<file path="src/rtl/ace_loader_pkg.sv">
// ace_loader_pkg: shared state encoding and defaults
// for the .ACE snapshot loader and its RLE expander.
package ace_loader_pkg;

  typedef enum logic [2:0] {
    S_IDLE,
    S_LIT,
    S_CNT,
    S_VAL,
    S_RUN,
    S_DONE
  } state_e;

  localparam logic [7:0]  ESC_BYTE_DEF  = 8'hED;
  localparam logic [15:0] BASE_ADDR_DEF = 16'h2000;

endpackage

</file>
<file path="src/rtl/ace_snapshot_loader_expander.sv">
// ace_rle_expander: decodes the LIT/CNT/VAL/RUN byte
// stream into one output byte per write, with ready.
// Ports: start/dl_on control, in_valid/in_data stream,
// out_valid/out_data/out_ready write side, load/last
// pulses (write-producing byte / final write), state.
module ace_rle_expander
  import ace_loader_pkg::*;
#(
  parameter logic [7:0] ESC_BYTE = ESC_BYTE_DEF
) (
  input  logic       clk,
  input  logic       reset_n,
  input  logic       start,
  input  logic       dl_on,
  input  logic       in_valid,
  input  logic [7:0] in_data,
  input  logic       out_ready,
  output logic       out_valid,
  output logic [7:0] out_data,
  output logic       load,
  output logic       last,
  output state_e     state
);

  state_e     state_q, state_d;
  logic [7:0] cnt_q, cnt_d;
  logic [7:0] data_q, data_d;
  logic       valid_q, valid_d;

  always_ff @(posedge clk) begin
    if (!reset_n) begin
      state_q <= S_IDLE;
      cnt_q   <= '0;
      data_q  <= '0;
      valid_q <= 1'b0;
    end else begin
      state_q <= state_d;
      cnt_q   <= cnt_d;
      data_q  <= data_d;
      valid_q <= valid_d;
    end
  end

  always_comb begin
    state_d = state_q;
    cnt_d   = cnt_q;
    data_d  = data_q;
    valid_d = valid_q;
    load    = 1'b0;
    last    = 1'b0;
    if (start) begin
      state_d = S_LIT;
      cnt_d   = '0;
      valid_d = 1'b0;
    end else begin
      unique case (state_q)
        S_IDLE: ;
        S_LIT: begin
          if (!dl_on) begin
            state_d = S_IDLE;
          end else if (in_valid) begin
            if (in_data == ESC_BYTE) begin
              state_d = S_CNT;
            end else begin
              // a literal is a run of one
              data_d  = in_data;
              cnt_d   = 8'd1;
              valid_d = 1'b1;
              load    = 1'b1;
              state_d = S_RUN;
            end
          end
        end
        S_CNT: begin
          if (!dl_on) begin
            state_d = S_IDLE;
          end else if (in_valid) begin
            cnt_d = in_data;
            if (in_data == 8'd0) begin
              state_d = S_DONE;
            end else begin
              state_d = S_VAL;
            end
          end
        end
        S_VAL: begin
          if (!dl_on) begin
            state_d = S_IDLE;
          end else if (in_valid) begin
            data_d  = in_data;
            valid_d = 1'b1;
            load    = 1'b1;
            state_d = S_RUN;
          end
        end
        S_RUN: begin
          if (valid_q && out_ready) begin
            // drop valid for a cycle between writes
            valid_d = 1'b0;
            cnt_d   = cnt_q - 8'd1;
            if (cnt_q == 8'd1) begin
              last    = 1'b1;
              state_d = dl_on ? S_LIT : S_IDLE;
            end
          end else if (!valid_q) begin
            valid_d = 1'b1;
          end
        end
        S_DONE: begin
          if (!dl_on) begin
            state_d = S_IDLE;
          end
        end
        default: state_d = S_IDLE;
      endcase
    end
  end

  assign out_valid = valid_q;
  assign out_data  = data_q;
  assign state     = state_q;

endmodule

</file>
<file path="src/rtl/ace_snapshot_loader.sv">
// ace_snapshot_loader: loads an RLE .ACE snapshot from
// the HPS ioctl stream into Jupiter Ace RAM.
// Ports: clk_sys/reset_n, ioctl_* (HPS stream, wait),
// ram_req/ram_ack/ram_addr/ram_data (arbiter write),
// cpu_reset/cpu_hold/busy/overflow status.
// Optional: ACE_LOADER_CHECKSUM_EN adds checksum[15:0].
module ace_snapshot_loader
  import ace_loader_pkg::*;
#(
  parameter logic [15:0] BASE_ADDR    = BASE_ADDR_DEF,
  parameter logic [15:0] LAST_ADDR    = 16'hFFFF,
  parameter logic [7:0]  FILE_INDEX   = 8'd1,
  parameter int unsigned RESET_CYCLES = 16,
  parameter logic [7:0]  ESC_BYTE     = ESC_BYTE_DEF
) (
  input  logic        clk_sys,
  input  logic        reset_n,
  input  logic        ioctl_download,
  input  logic [7:0]  ioctl_index,
  input  logic        ioctl_wr,
  input  logic [7:0]  ioctl_dout,
  output logic        ioctl_wait,
  output logic        ram_req,
  input  logic        ram_ack,
  output logic [15:0] ram_addr,
  output logic [7:0]  ram_data,
  output logic        cpu_reset,
  output logic        cpu_hold,
  output logic        busy,
  output logic        overflow
`ifdef ACE_LOADER_CHECKSUM_EN
  ,
  output logic [15:0] checksum
`endif
);

  logic        dl_q, dl_d;
  logic [15:0] addr_q, addr_d;
  logic        full_q, full_d;
  logic        ovf_q, ovf_d;
  logic        wait_q, wait_d;
  logic [15:0] rst_cnt_q, rst_cnt_d;

  logic        start;
  logic        in_valid;
  logic        hs;
  logic        drop;
  logic        exp_ready;
  logic        exp_valid;
  logic [7:0]  exp_data;
  logic        exp_load;
  logic        exp_last;
  state_e      state;

  assign start = ioctl_download & ~dl_q
               & (ioctl_index == FILE_INDEX);
  // bytes arriving while stalled are dropped
  assign in_valid  = ioctl_wr & ~wait_q & ioctl_download;
  assign hs        = exp_valid & ~full_q & ram_ack;
  // past LAST_ADDR a write completes without a request
  assign drop      = exp_valid & full_q;
  assign exp_ready = hs | drop;

  ace_rle_expander #(
    .ESC_BYTE (ESC_BYTE)
  ) u_exp (
    .clk       (clk_sys),
    .reset_n   (reset_n),
    .start     (start),
    .dl_on     (ioctl_download),
    .in_valid  (in_valid),
    .in_data   (ioctl_dout),
    .out_ready (exp_ready),
    .out_valid (exp_valid),
    .out_data  (exp_data),
    .load      (exp_load),
    .last      (exp_last),
    .state     (state)
  );

  always_ff @(posedge clk_sys) begin
    if (!reset_n) begin
      dl_q      <= 1'b0;
      addr_q    <= BASE_ADDR;
      full_q    <= 1'b0;
      ovf_q     <= 1'b0;
      wait_q    <= 1'b0;
      rst_cnt_q <= '0;
    end else begin
      dl_q      <= dl_d;
      addr_q    <= addr_d;
      full_q    <= full_d;
      ovf_q     <= ovf_d;
      wait_q    <= wait_d;
      rst_cnt_q <= rst_cnt_d;
    end
  end

  always_comb begin
    dl_d      = ioctl_download;
    addr_d    = addr_q;
    full_d    = full_q;
    ovf_d     = ovf_q;
    wait_d    = wait_q;
    rst_cnt_d = rst_cnt_q;
    if (rst_cnt_q != 16'd0) begin
      rst_cnt_d = rst_cnt_q - 16'd1;
    end
    if (start) begin
      // start wins over a same-cycle ack
      addr_d    = BASE_ADDR;
      full_d    = 1'b0;
      ovf_d     = 1'b0;
      wait_d    = 1'b0;
      rst_cnt_d = 16'(RESET_CYCLES);
    end else begin
      if (hs) begin
        if (addr_q == LAST_ADDR) begin
          full_d = 1'b1;
        end else begin
          addr_d = addr_q + 16'd1;
        end
      end
      if (drop) begin
        ovf_d = 1'b1;
      end
      if (exp_load) begin
        wait_d = 1'b1;
      end else if (exp_last) begin
        wait_d = 1'b0;
      end
    end
  end

`ifdef ACE_LOADER_CHECKSUM_EN
  logic [15:0] sum_q, sum_d;

  always_ff @(posedge clk_sys) begin
    if (!reset_n) begin
      sum_q <= '0;
    end else begin
      sum_q <= sum_d;
    end
  end

  always_comb begin
    sum_d = sum_q;
    if (start) begin
      sum_d = '0;
    end else if (hs) begin
      sum_d = sum_q + {8'd0, exp_data};
    end
  end

  assign checksum = sum_q;
`endif

  assign ioctl_wait = wait_q;
  assign ram_req    = exp_valid & ~full_q;
  assign ram_addr   = addr_q;
  assign ram_data   = exp_data;
  assign cpu_reset  = (rst_cnt_q != 16'd0);
  assign busy       = (state != S_IDLE);
  assign cpu_hold   = busy;
  assign overflow   = ovf_q;

endmodule
</file>
<file path="config.mk">
export PLATFORM = sky130hd
export DESIGN_NAME = ace_snapshot_loader
export DESIGN_NICKNAME = d
export VERILOG_FILES = /design/src/rtl/ace_loader_pkg.sv /design/src/rtl/ace_snapshot_loader_expander.sv /design/src/rtl/ace_snapshot_loader.sv
export SDC_FILE = /design/constraint.sdc
export NUM_CORES = 1
export LEC_CHECK = 0
export CAP_MARGIN = 10
export CORE_MARGIN = 8
export CORE_UTILIZATION = 58
export CTS_CLUSTER_DIAMETER = 100
export DETAILED_ROUTE_END_ITERATION = 7
export GPL_TIMING_DRIVEN = 0
export HOLD_SLACK_MARGIN = 0.06
export PLACE_DENSITY = 0.95
export SYNTH_ARGS = -nofsm -noshare
export SYNTH_HDL_FRONTEND = slang
export SYNTH_HIERARCHICAL = 1
export SYNTH_SLANG_ARGS = --single-unit
export TNS_END_PERCENT = 30
</file>
<file path="constraint.sdc">
create_clock -name clk_sys -period 4.8 [get_ports clk_sys]
set_clock_uncertainty 0.05 [all_clocks]
set_input_delay 0.96 -clock clk_sys [delete_from_list [all_inputs] [get_ports clk_sys]]
set_output_delay 0.96 -clock clk_sys [all_outputs]
set_load 0.02 [all_outputs]
</file>
# Yosys cells after proc, flatten, opt, wreduce, memory -nomap -nowiden

Index checks and enable logic that the tools add are counted.

Register bits: 56
Latch bits: 0
Bits in writable memories: 0
ROM bits: 0
Bits of input ports: 21
Output and inout bits: 30
Logic and storage cells: 124
Memories: 0

Add/sub/neg operators: 3
$mul: 0
Divide/modulo/power cells: 0
Magnitude comparators: 0
Equal/unequal tests: 29
Shift operators: 0
Mux-type cells: 47
Bitwise gates (word level): 15
Reductions and logical operators: 18

Operator list:

| operator                | count |
|---|---|
| $mux W8                 | 9 |
| $mux W3                 | 11 |
| $reduce_and A7 Y1       | 4 |
| $pmux W8 S3             | 1 |
| $mux W1                 | 20 |
| $ne A2 B2 Y1 const B    | 9 |
| $pmux W3 S6             | 1 |
| $add A16 B1 Y16 const B | 1 |
| $eq A16 B16 Y1 const B  | 1 |
| $eq A8 B1 Y1 const B    | 2 |
| $pmux W8 S2             | 1 |
| $reduce_bool A16 Y1     | 1 |
| $sub A16 B1 Y16 const B | 1 |
| $ne A3 B3 Y1 const B    | 4 |
| $ne A4 B4 Y1 const B    | 3 |
| $mux W5                 | 2 |
| $reduce_bool A3 Y1      | 3 |
| $eq A8 B8 Y1 const B    | 1 |
| $logic_not A8 Y1        | 1 |
| $sub A8 B1 Y8 const B   | 1 |
| $and A1 B1 Y1           | 7 |
| $not A1 Y1              | 7 |
| $eq A3 B2 Y1 const B    | 2 |
| $eq A3 B3 Y1 const B    | 2 |
| other kinds (12)        | 17 |

# Depth between registers and ports, before layout

Gate-level depths: netlist of the first run.

Depth after elaboration: 10
Mapped depth: 8
Gate-level depth less buffers: 8

# Hierarchy

The synthesis of the first run kept the hierarchy.

By module, submodules not included:

| module              | times used | cells each | area each (sq um) | sequential area each (sq um) |
|---|---|---|---|---|
| ace_snapshot_loader | 1          | 234        | 1930.6            | 720.7 |
| ace_rle_expander    | 1          | 148        | 1263.7            | 400.4 |

# Worst setup path after synthesis of the first run

OpenSTA, ideal clock, no wires.

Path kind: input to register
Start: input ioctl_index[3]
End: register u_exp.data_q[0] (netlist: u_exp/out_data[0])
Setup time: 116 ps
Arrival: 2256 ps
Data required time: 4634 ps
Setup slack: 2378 ps
Cell stages on the path: 7
Path buffers: 1
Path through: nor4_1 > and3_1 > inv_1 > o311ai_0 > buf_2 > mux2i_1 > nor2b_1

Longest elaborated chain between the ends: 4

Ends and longest elaborated chain:

| what                               | RTL line                           | source |
|---|---|---|
| start: declaration                 | ace_snapshot_loader.sv:19          | `input logic [7:0] ioctl_index,` |
| $eq A8 B1 Y1                       | ace_snapshot_loader.sv:56          | `& (ioctl_index == FILE_INDEX);` |
| $and A1 B1 Y1                      | ace_snapshot_loader.sv:56          |  |
| net start                          | ace_snapshot_loader.sv:44          | `logic start;` |
| $not A1 Y1 (no source line)        | n/a                                |  |
| $reduce_and A7 Y1 (no source line) | n/a                                |  |
| end signal: assignment             | ace_snapshot_loader_expander.sv:39 | `data_q <= data_d;` |
| end: declaration                   | ace_snapshot_loader_expander.sv:27 | `logic [7:0] data_q, data_d;` |

The timed path passes the listed nets, and every way through them passes these cells.
A chain may end at the register's enable or synchronous reset.

# Worst setup path in the final report of the first run

Start: register rst_cnt_q[0]
End: output cpu_reset

Longest elaborated chain between the ends: 1

Ends and longest elaborated chain:

| what                     | RTL line                   | source |
|---|---|---|
| start: declaration       | ace_snapshot_loader.sv:42  | `logic [15:0] rst_cnt_q, rst_cnt_d;` |
| start signal: assignment | ace_snapshot_loader.sv:95  | `rst_cnt_q <= rst_cnt_d;` |
| $reduce_bool A16 Y1      | ace_snapshot_loader.sv:162 | `assign cpu_reset = (rst_cnt_q != 16'd0);` |
| end: declaration         | ace_snapshot_loader.sv:27  | `output logic cpu_reset,` |

Every way passes these cells.

==> results of run 1 <==
-- per-layer routing --
metal | share of wire, % | vias to the layer above
li1 | - | 1577
met1 | 42 | 1575
met2 | 49 | 149
met3 | 6.6 | 23
met4 | 1.8 | 0
met5 | 0 | -
-- how the worst min path moves through the flow --
stage	start	end	slack (ps)	cells past startpoint
finish	overflow$_SDFFE_PP0P_	overflow$_SDFFE_PP0P_	450	2
global route	overflow$_SDFFE_PP0P_	overflow$_SDFFE_PP0P_	480	2
CTS	overflow$_SDFFE_PP0P_	overflow$_SDFFE_PP0P_	450	2
detailed placement	overflow$_SDFFE_PP0P_	overflow$_SDFFE_PP0P_	430	2
global placement	rst_cnt_q[15]$_SDFFE_PP0P_	rst_cnt_q[15]$_SDFFE_PP0P_	420	2
floorplan	rst_cnt_q[13]$_SDFFE_PP0P_	rst_cnt_q[13]$_SDFFE_PP0P_	410	2
-- Yosys cell counts, drive strengths merged, types with 3 or more instances --
master | count | share of area, %
dfxtp | 56 | 35
a21oi | 35 | 5.5
nand2 | 27 | 3.2
inv | 18 | 2.1
nor2 | 18 | 2.1
o21ai | 18 | 2.8
a211oi | 14 | 3.3
or4 | 14 | 3.5
mux2i | 12 | 3.8
nor2b | 12 | 2.4
nor3 | 12 | 1.9
nor4 | 12 | 3.0
o31ai | 11 | 2.6
buf | 9 | 1.5
nand2b | 9 | 1.8
clkbuf | 8 | 0.98
nand3 | 8 | 1.3
nand4 | 8 | 1.6
nor3b | 6 | 1.6
or3 | 6 | 1.2
and4 | 5 | 1.4
ha | 5 | 2.0
a2111o | 4 | 1.4
and3 | 4 | 0.78
o31a | 4 | 1.1
and2 | 3 | 0.59
nand3b | 3 | 0.71
o211ai | 3 | 0.71
o21a | 3 | 0.71
or2 | 3 | 0.59
-- through the flow --
step	total power, uW	hold slack (ps)	area, um2
2_1_floorplan	986	411	3190
3_3_place_gp	1090	422	3780
3_5_place_dp	1130	431	3780
4_1_cts	1380	453	3860
5_1_grt	1470	476	3860
6_report	1370	452	3860
-- final cells by class --
class / instances / share of cell area, %
multi-input cells: 291 / 49.9
clock buffers: 6 / 1.88
flip-flops and latches: 56 / 29.0
clock inverters: 1 / 0.130
inverters: 18 / 1.75
repair buffers: 50 / 13.0
plain buffers: 17 / 2.04
well taps: 72 / 2.33
-- sequential cells by signal (all words and copies together), names as in the netlist --
name,cells
u_exp/state,3
overflow,1
rst_cnt_q,16
full_q,1
ram_addr,16
ioctl_wait,1
u_exp/out_valid,1
dl_q,1
u_exp/cnt_q,8
u_exp/out_data,8
-- power by group through the flow --
stage	clock network (uW)	logic [uW]	registers [uW]
3_3_place_gp	0	492	599
2_1_floorplan	0	398	588
4_1_cts	252	529	595
5_1_grt	270	592	606
6_report	246	532	597
3_5_place_dp	0	524	605
-- placed cells by master, fill, tap and decap left out, types with 4 or more instances in the layout --
master,n
clkdlybuf4s50_1,50
ha_1,5
nor4_1,10
buf_2,5
a2111o_1,4
clkbuf_8,5
inv_1,18
nor2b_1,12
nor3_1,12
or4_1,11
clkbuf_1,8
mux2i_1,12
dfxtp_1,56
nor3b_1,5
nand2b_1,9
nor2_1,18
a21oi_1,35
a211oi_1,14
o21ai_0,17
and4_1,5
nand2_1,27
o31a_1,4
or3_1,6
and3_1,4
o31ai_1,11
nand4_1,8
nand3_1,8
-- cells by family (layout without fill, tap and decap cells) --
family	Yosys count	in the layout	synth area share, %
AND/OR/NAND/NOR	161	161	30.7
AO/OA/AOI/OAI	111	111	23.4
flip-flops	56	56	35.1
buffers and inverters	35	92	4.58
multiplexers	12	12	3.76
adder cells (fa/ha/maj)	5	5	1.96
XOR/XNOR	2	2	0.548
-- critical path, stage by stage, from the launching register on --
cell and delay [ps]:
dfxtp_1 340, inv_1 120, ha_1 180, nor2b_1 240, and4_1 260, clkbuf_2 220
nand2_1 100, clkdlybuf4s50_1 550
==> key figures, run 1 <==
Power
  – Reg power frac: between 40 and 50%
  – Clock power share: 17.9%
  – PwrDens: about 360 nW/um2
  – Net Sw Power: 523 uW
  – Pint: roughly 850 uW
  – Worst VDD drop: between 0.2 and 0.25 mV
  – Combinational share of power: between 30% and 40%
  – Sw Share: between 30% and 40%
  – Lkg Pwr: roughly 0.0013 uW

CTS
  – Clk root buf: clkbuf_8
  – Post-CTS Hold Fix Bufs: 0
  – Post-CTS Repair Setup Buffers: 0
  – CTS tree: yes
  – Post-CTS Resized: 0
  – CTS H-Tree Depth: 2
  – CTS buffer count: 5
  – Clk_lat worst skew: between 300 and 400 ps
  – Max Root-Sink Buffers: 2
  – Clock-pin transition on the worst setup and hold timing paths: roughly 90 ps
  – Clock Sinks: 56

Worst setup path
  – Maximum fanout along the worst path: 10
  – Critical Path Source Type: flop
  – Worst Path Arrival: roughly 2300 ps
  – Reg2Reg Depth: 6
  – Flop-to-flop setup slack: between 2000 and 3000 ps
  – Worst EP required: ~3800 ps
  – CP startpoint: rst_cnt_q[0]$_SDFFE_PP0P_
  – WS Path Type: flop to output pin
  – RR Startpoint: rst_cnt_q[0]$_SDFFE_PP0P_
  – Critical path endpoint category: output pin
  – CP endpoint: cpu_reset
  – FF-to-FF End: rst_cnt_q[14]$_SDFFE_PP0P_

Timing
  – Tcrit/Tclk final: a little over two thirds
  – RSZ-0062 raised after global routing: no
  – Worst Tran Pin Value: 899 ps
  – Fin. Hold Viols: 0
  – Final setup TNS: 0 ps
  – Max Clock Freq: ~0.3 GHz
  – Minimum clock period: between 3000 and 4000 ps
  – Final max-slew violation count: 0
  – Final setup viols: 0
  – Relative slew slack: roughly 40%
  – Final setup margin: roughly 1500 ps

Hold path
  – Worst hold path type: flop to flop

GRT
  – Pin count of the biggest net entering global routing: 16
  – M2 GR Usage: between 30% and 40%
  – Vias in the first global route: between 3000 and 4000
  – Initial antenna violation count: 0
  – Global-route wire length before repair: around 14000 um
  – GRT busiest layer: met2
  – All-Layer GR Usage: 20.2%
  – Met3 Track Usage GR: ~5.6%
  – Met1 Usage GRT: between 20% and 30%
  – GR Overflow Total: 0

Synth
  – Number of synthesized flops with an enable pin: 0
  – Warning count from the yosys run: 6
  – Synth Cell Area: around 3200 um2
  – Cell variety after synth: 65
  – Post-synth top flop: dfxtp_1
  – Post-Syn Instances: between 300 and 400
  – Fraction of registers with async set/reset: 0%
  – Syn nets: around 410
  – Post-synthesis sequential area ratio: between 30% and 40%
  – Avg Cell Area, Syn: approximately 8.4 um2
  – Flops & latches, synth: 56

Floorplanning
  – Die Span X: ~90 um
  – Core Region: 5410 um2
  – Total Die Area: ~8100 um2
  – I/O Pins: 51
  – Die height: about 90 um
  – Starting density of the core: between 50% and 60%
  – Row count: 27

Final layout
  – Area of the multi-input gates: roughly 1900 um2
  – Syn-to-layout area delta: 20.9%
  – # diodes: 0
  – Fraction of layout cells with a size suffix above 1: 6.15%
  – Register cell area after layout: 1120 um2
  – Final nets: approximately 470
  – Final Non-Filler Cells: ~500
  – Core Util, Final: between 70% and 80%
  – Filler cells: between 400 and 500

Route
  – Initial DRC Count: ~230
  – Avg WL per Cell: 16.8 um
  – Post-route ant nets: 0
  – Vias/cell: 6.50
  – Final WL: about 8600 um
  – DRC: 0
  – Drt pass-1 iters: 5
  – Detailed-route via count: ~3300

Placed design
  – Post-Place Cells: between 500 and 600
  – Dpl ws: approximately 1300 ps
  – Final Wtd Congestion: ~0.93
  – Port buffer count: 50
  – DP HPWL: ~6300 um

Status
  – Status: complete, no violations

Run
  – MaxCap Viol Count: 0
Note: power is estimated with default switching activity, not from simulation.
==> run 2, diff against run 1 <==
--- a/config.mk
+++ b/config.mk
@@ -7,12 +7,12 @@
 export LEC_CHECK = 0
 export CAP_MARGIN = 10
 export CORE_MARGIN = 8
-export CORE_UTILIZATION = 58
+export CORE_UTILIZATION = 49
 export CTS_CLUSTER_DIAMETER = 100
 export DETAILED_ROUTE_END_ITERATION = 7
 export GPL_TIMING_DRIVEN = 0
 export HOLD_SLACK_MARGIN = 0.06
-export PLACE_DENSITY = 0.95
+export PLACE_DENSITY = 0.88
 export SYNTH_ARGS = -nofsm -noshare
 export SYNTH_HDL_FRONTEND = slang
 export SYNTH_HIERARCHICAL = 1
==> constraint.sdc (replaced) <==
create_clock -name clk_sys -period 2.8 [get_ports clk_sys]
set_clock_uncertainty 0.05 [all_clocks]
set_input_delay 0.56 -clock clk_sys [delete_from_list [all_inputs] [get_ports clk_sys]]
set_output_delay 0.56 -clock clk_sys [all_outputs]
set_load 0.02 [all_outputs]
==> run 2 against run 1 <==
Worst hold slack improved by 8.2 ps. Critical path depth decreased by 2. Sequential power increased by 73%. Core utilization decreased by 9.4 points. First-iteration DRC count decreased by 25%. Largest power group unchanged. Global-route usage decreased by 2.8 points. Flip-flop and latch count unchanged. Highest routed layer unchanged. Design area increased by 1.5%. Non-clock buffer count unchanged. Setup slack got worse by 1300 ps. Sequential share of layout area decreased by 0.43 points. Count of clock-buffer cells in the layout decreased by 1.
==> key figures, run 2 (synthesis results as in run 1) <==
Status
  – Status: complete, no violations

Timing
  – Fin. Hold Viols: 0 (unchanged)
  – Relative slew slack: 24.3% (-16 points)
  – Tcrit/Tclk final: between 90 and 100%
  – Minimum clock period: 2620 ps
  – Max Clock Freq: roughly 0.38 GHz
  – Final setup viols: 0 (unchanged)
  – Final max-slew violation count: 0 (unchanged)
  – RSZ-0062 raised after global routing: no
  – Worst Tran Pin Value: 1130 ps (+234 ps)

Power
  – Sw Share: 37.0% (-1.1 points)
  – Reg power frac: 41.2% (-2.2 points)
  – Pint: 1580 uW (+85%)
  – Clock power share: 21.9% (+4.0 points)
  – Lkg Pwr: 0.00136 uW (+1.2%)
  – Worst VDD drop: 0.509 mV (+150%)
  – Combinational share of power: 36.9% (-1.8 points)
  – PwrDens: 637 nW/um2 (+79%)
  – Overall Power: 2500 uW (+82%)
  – Net Sw Power: 924 uW (+77%)

CTS
  – Max Root-Sink Buffers: 2 (unchanged)
  – Clk_lat worst skew: 320 ps (about the same)
  – Clock-pin transition on the worst setup and hold timing paths: 110 ps (+20 ps)
  – Post-CTS Hold Fix Bufs: 0 (unchanged)
  – CTS tree: yes
  – CTS H-Tree Depth: 2 (unchanged)
  – Clock Sinks: 56 (unchanged)
  – CTS buffer count: 5 (unchanged)
  – Clk root buf: clkbuf_8

GRT
  – GR Overflow Total: 0 (unchanged)
  – All-Layer GR Usage: 17.4% (-2.8 points)
  – Global-route wire length before repair: 14400 um (+1.0%)
  – Pin count of the biggest net entering global routing: 18 (+2)
  – Vias in the first global route: 3094 (+0.95%)
  – Initial antenna violation count: 0 (unchanged)

Worst setup path
  – CP startpoint: rst_cnt_q[5]$_SDFFE_PP0P_
  – Maximum fanout along the worst path: 10 (unchanged)
  – Worst EP required: 2190 ps (-1600 ps)
  – RR Startpoint: u_exp/state[2]$_SDFFE_PP0P_
  – Critical Path Source Type: flop
  – Critical path endpoint category: output pin
  – WS Path Type: flop to output pin
  – Worst Path Arrival: 2010 ps (-320 ps)

Floorplanning
  – Total Die Area: 9360 um2 (+15%)
  – Die height: 96.7 um (+7.2%)
  – Starting density of the core: 50.6% (-8.5 points)
  – Row count: 29 (+7.4%)
  – I/O Pins: 51 (unchanged)
  – Die Span X: 96.7 um (+7.2%)
  – Core Region: 6310 um2 (+17%)

Hold path
  – Worst hold path type: flop to flop
  – HP Start: rst_cnt_q[15]$_SDFFE_PP0P_

Final layout
  – Syn-to-layout area delta: 22.7%
  – Fraction of layout cells with a size suffix above 1: 7.50% (+1.3 points)
  – Final Non-Filler Cells: 517 (+1.2%)
  – Most frequent cells in the layout: 56 x dfxtp_1, 49 x clkdlybuf4s50_1, 35 x a21oi_1
  – Commonest non-fill, non-tap cell in the layout: dfxtp_1
  – Filler cells: 574 (+40%)
  – Core Util, Final: 62.1% (-9.4 points)
  – # diodes: 0 (unchanged)
  – Final nets: 465 (unchanged)

Placed design
  – Final Wtd Congestion: 0.891 (-3.9%)
  – Post-Place Cells: 509 (+0.99%)
  – Port buffer count: 50 (unchanged)
  – DP HPWL: 6340 um (+0.24%)

Route
  – Initial DRC Count: 176 (-25%)
  – Post-route ant nets: 0 (unchanged)
  – Avg WL per Cell: 16.6 um (-1.4%)
  – DRC: 0 (unchanged)
  – Detailed-route via count: 3211 (-3.4%)
  – Final WL: 8570 um (-0.26%)
  – Vias/cell: 6.21 (-4.5%)
  – Drt pass-1 iters: 4 (-1)

Run
  – MaxCap Viol Count: 0 (unchanged)
==> run 2: area by class of cell <==
| class | instances | area, um2 | area share, % |
|---|---|---|---|
| buffer | 17 | 81.3 | 2.07 |
| tap | 77 | 96.3 | 2.46 |
| inverter | 18 | 67.6 | 1.72 |
| clock inverter | 3 | 42.5 | 1.09 |
| multi-input combinational | 291 | 1940 | 49.6 |
| timing repair buffer | 50 | 499 | 12.7 |
| clock buffer | 5 | 68.8 | 1.76 |
| sequential | 56 | 1120 | 28.6 |
==> run 2: critical path, stage by stage, from the launching register on <==
cell and delay [ps]:
dfxtp_1 380, nor4_4 410, and4_4 290, clkbuf_4 190
nand2_1 90, dlygate4sd2_1 330
==> run 2: layer usage <==
layer	track usage, %	wire length, um	share of wire [%]	vias to the layer above
met5	0	0	0	-
met4	5.09	119	1.4	0
met3	4.62	626	7.3	12
met2	30.1	4250	50	115
met1	20.6	3570	42	1505
li1	-	-	-	1579
==> run 2: repair_timing <==
| item | 4_1_cts | 5_1_grt |
|---|---|---|
| setup endpoints to repair | 1 | 1 |
| gates resized for setup | 1 | 6 |
| buffers inserted | 0 | 0 |
| pin swaps | 1 | 0 |
==> run 2: per-stage QoR <==
stage | setup WS [ps] | hold slack, ps | setup TNS (ps) | instance area, um2
2_1_floorplan | 778 | 411 | 0 | 3190
3_3_place_gp | -133 | 424 | -2570 | 3790
3_5_place_dp | -162 | 431 | -3280 | 3790
4_1_cts | 80.2 | 453 | 0 | 3900
5_1_grt | 3.82 | 504 | 0 | 3920
6_report | 180 | 460 | 0 | 3920
==> run 2: path summary, 6_finish.rpt <==
path                                 endpoint  slack (ps)  depth (start not counted)
setup reg to reg  u_exp/cnt_q[7]$_SDFFE_PP0P_         620                          5
hold / removal     rst_cnt_q[15]$_SDFFE_PP0P_         460                          2
hold reg to reg    rst_cnt_q[15]$_SDFFE_PP0P_         460                          2
setup / recovery                    cpu_reset         180                          5
==> run 2: power groups by stage <==
| stage | Clock [uW] | Sequential, uW | Combinational (uW) |
|---|---|---|---|
| 2_1_floorplan | 0 | 1010 | 682 |
| 3_3_place_gp | 0 | 1030 | 847 |
| 4_1_cts | 555 | 1020 | 884 |
| 3_5_place_dp | 0 | 1040 | 886 |
| 6_report | 548 | 1030 | 921 |
| 5_1_grt | 579 | 1050 | 1040 |
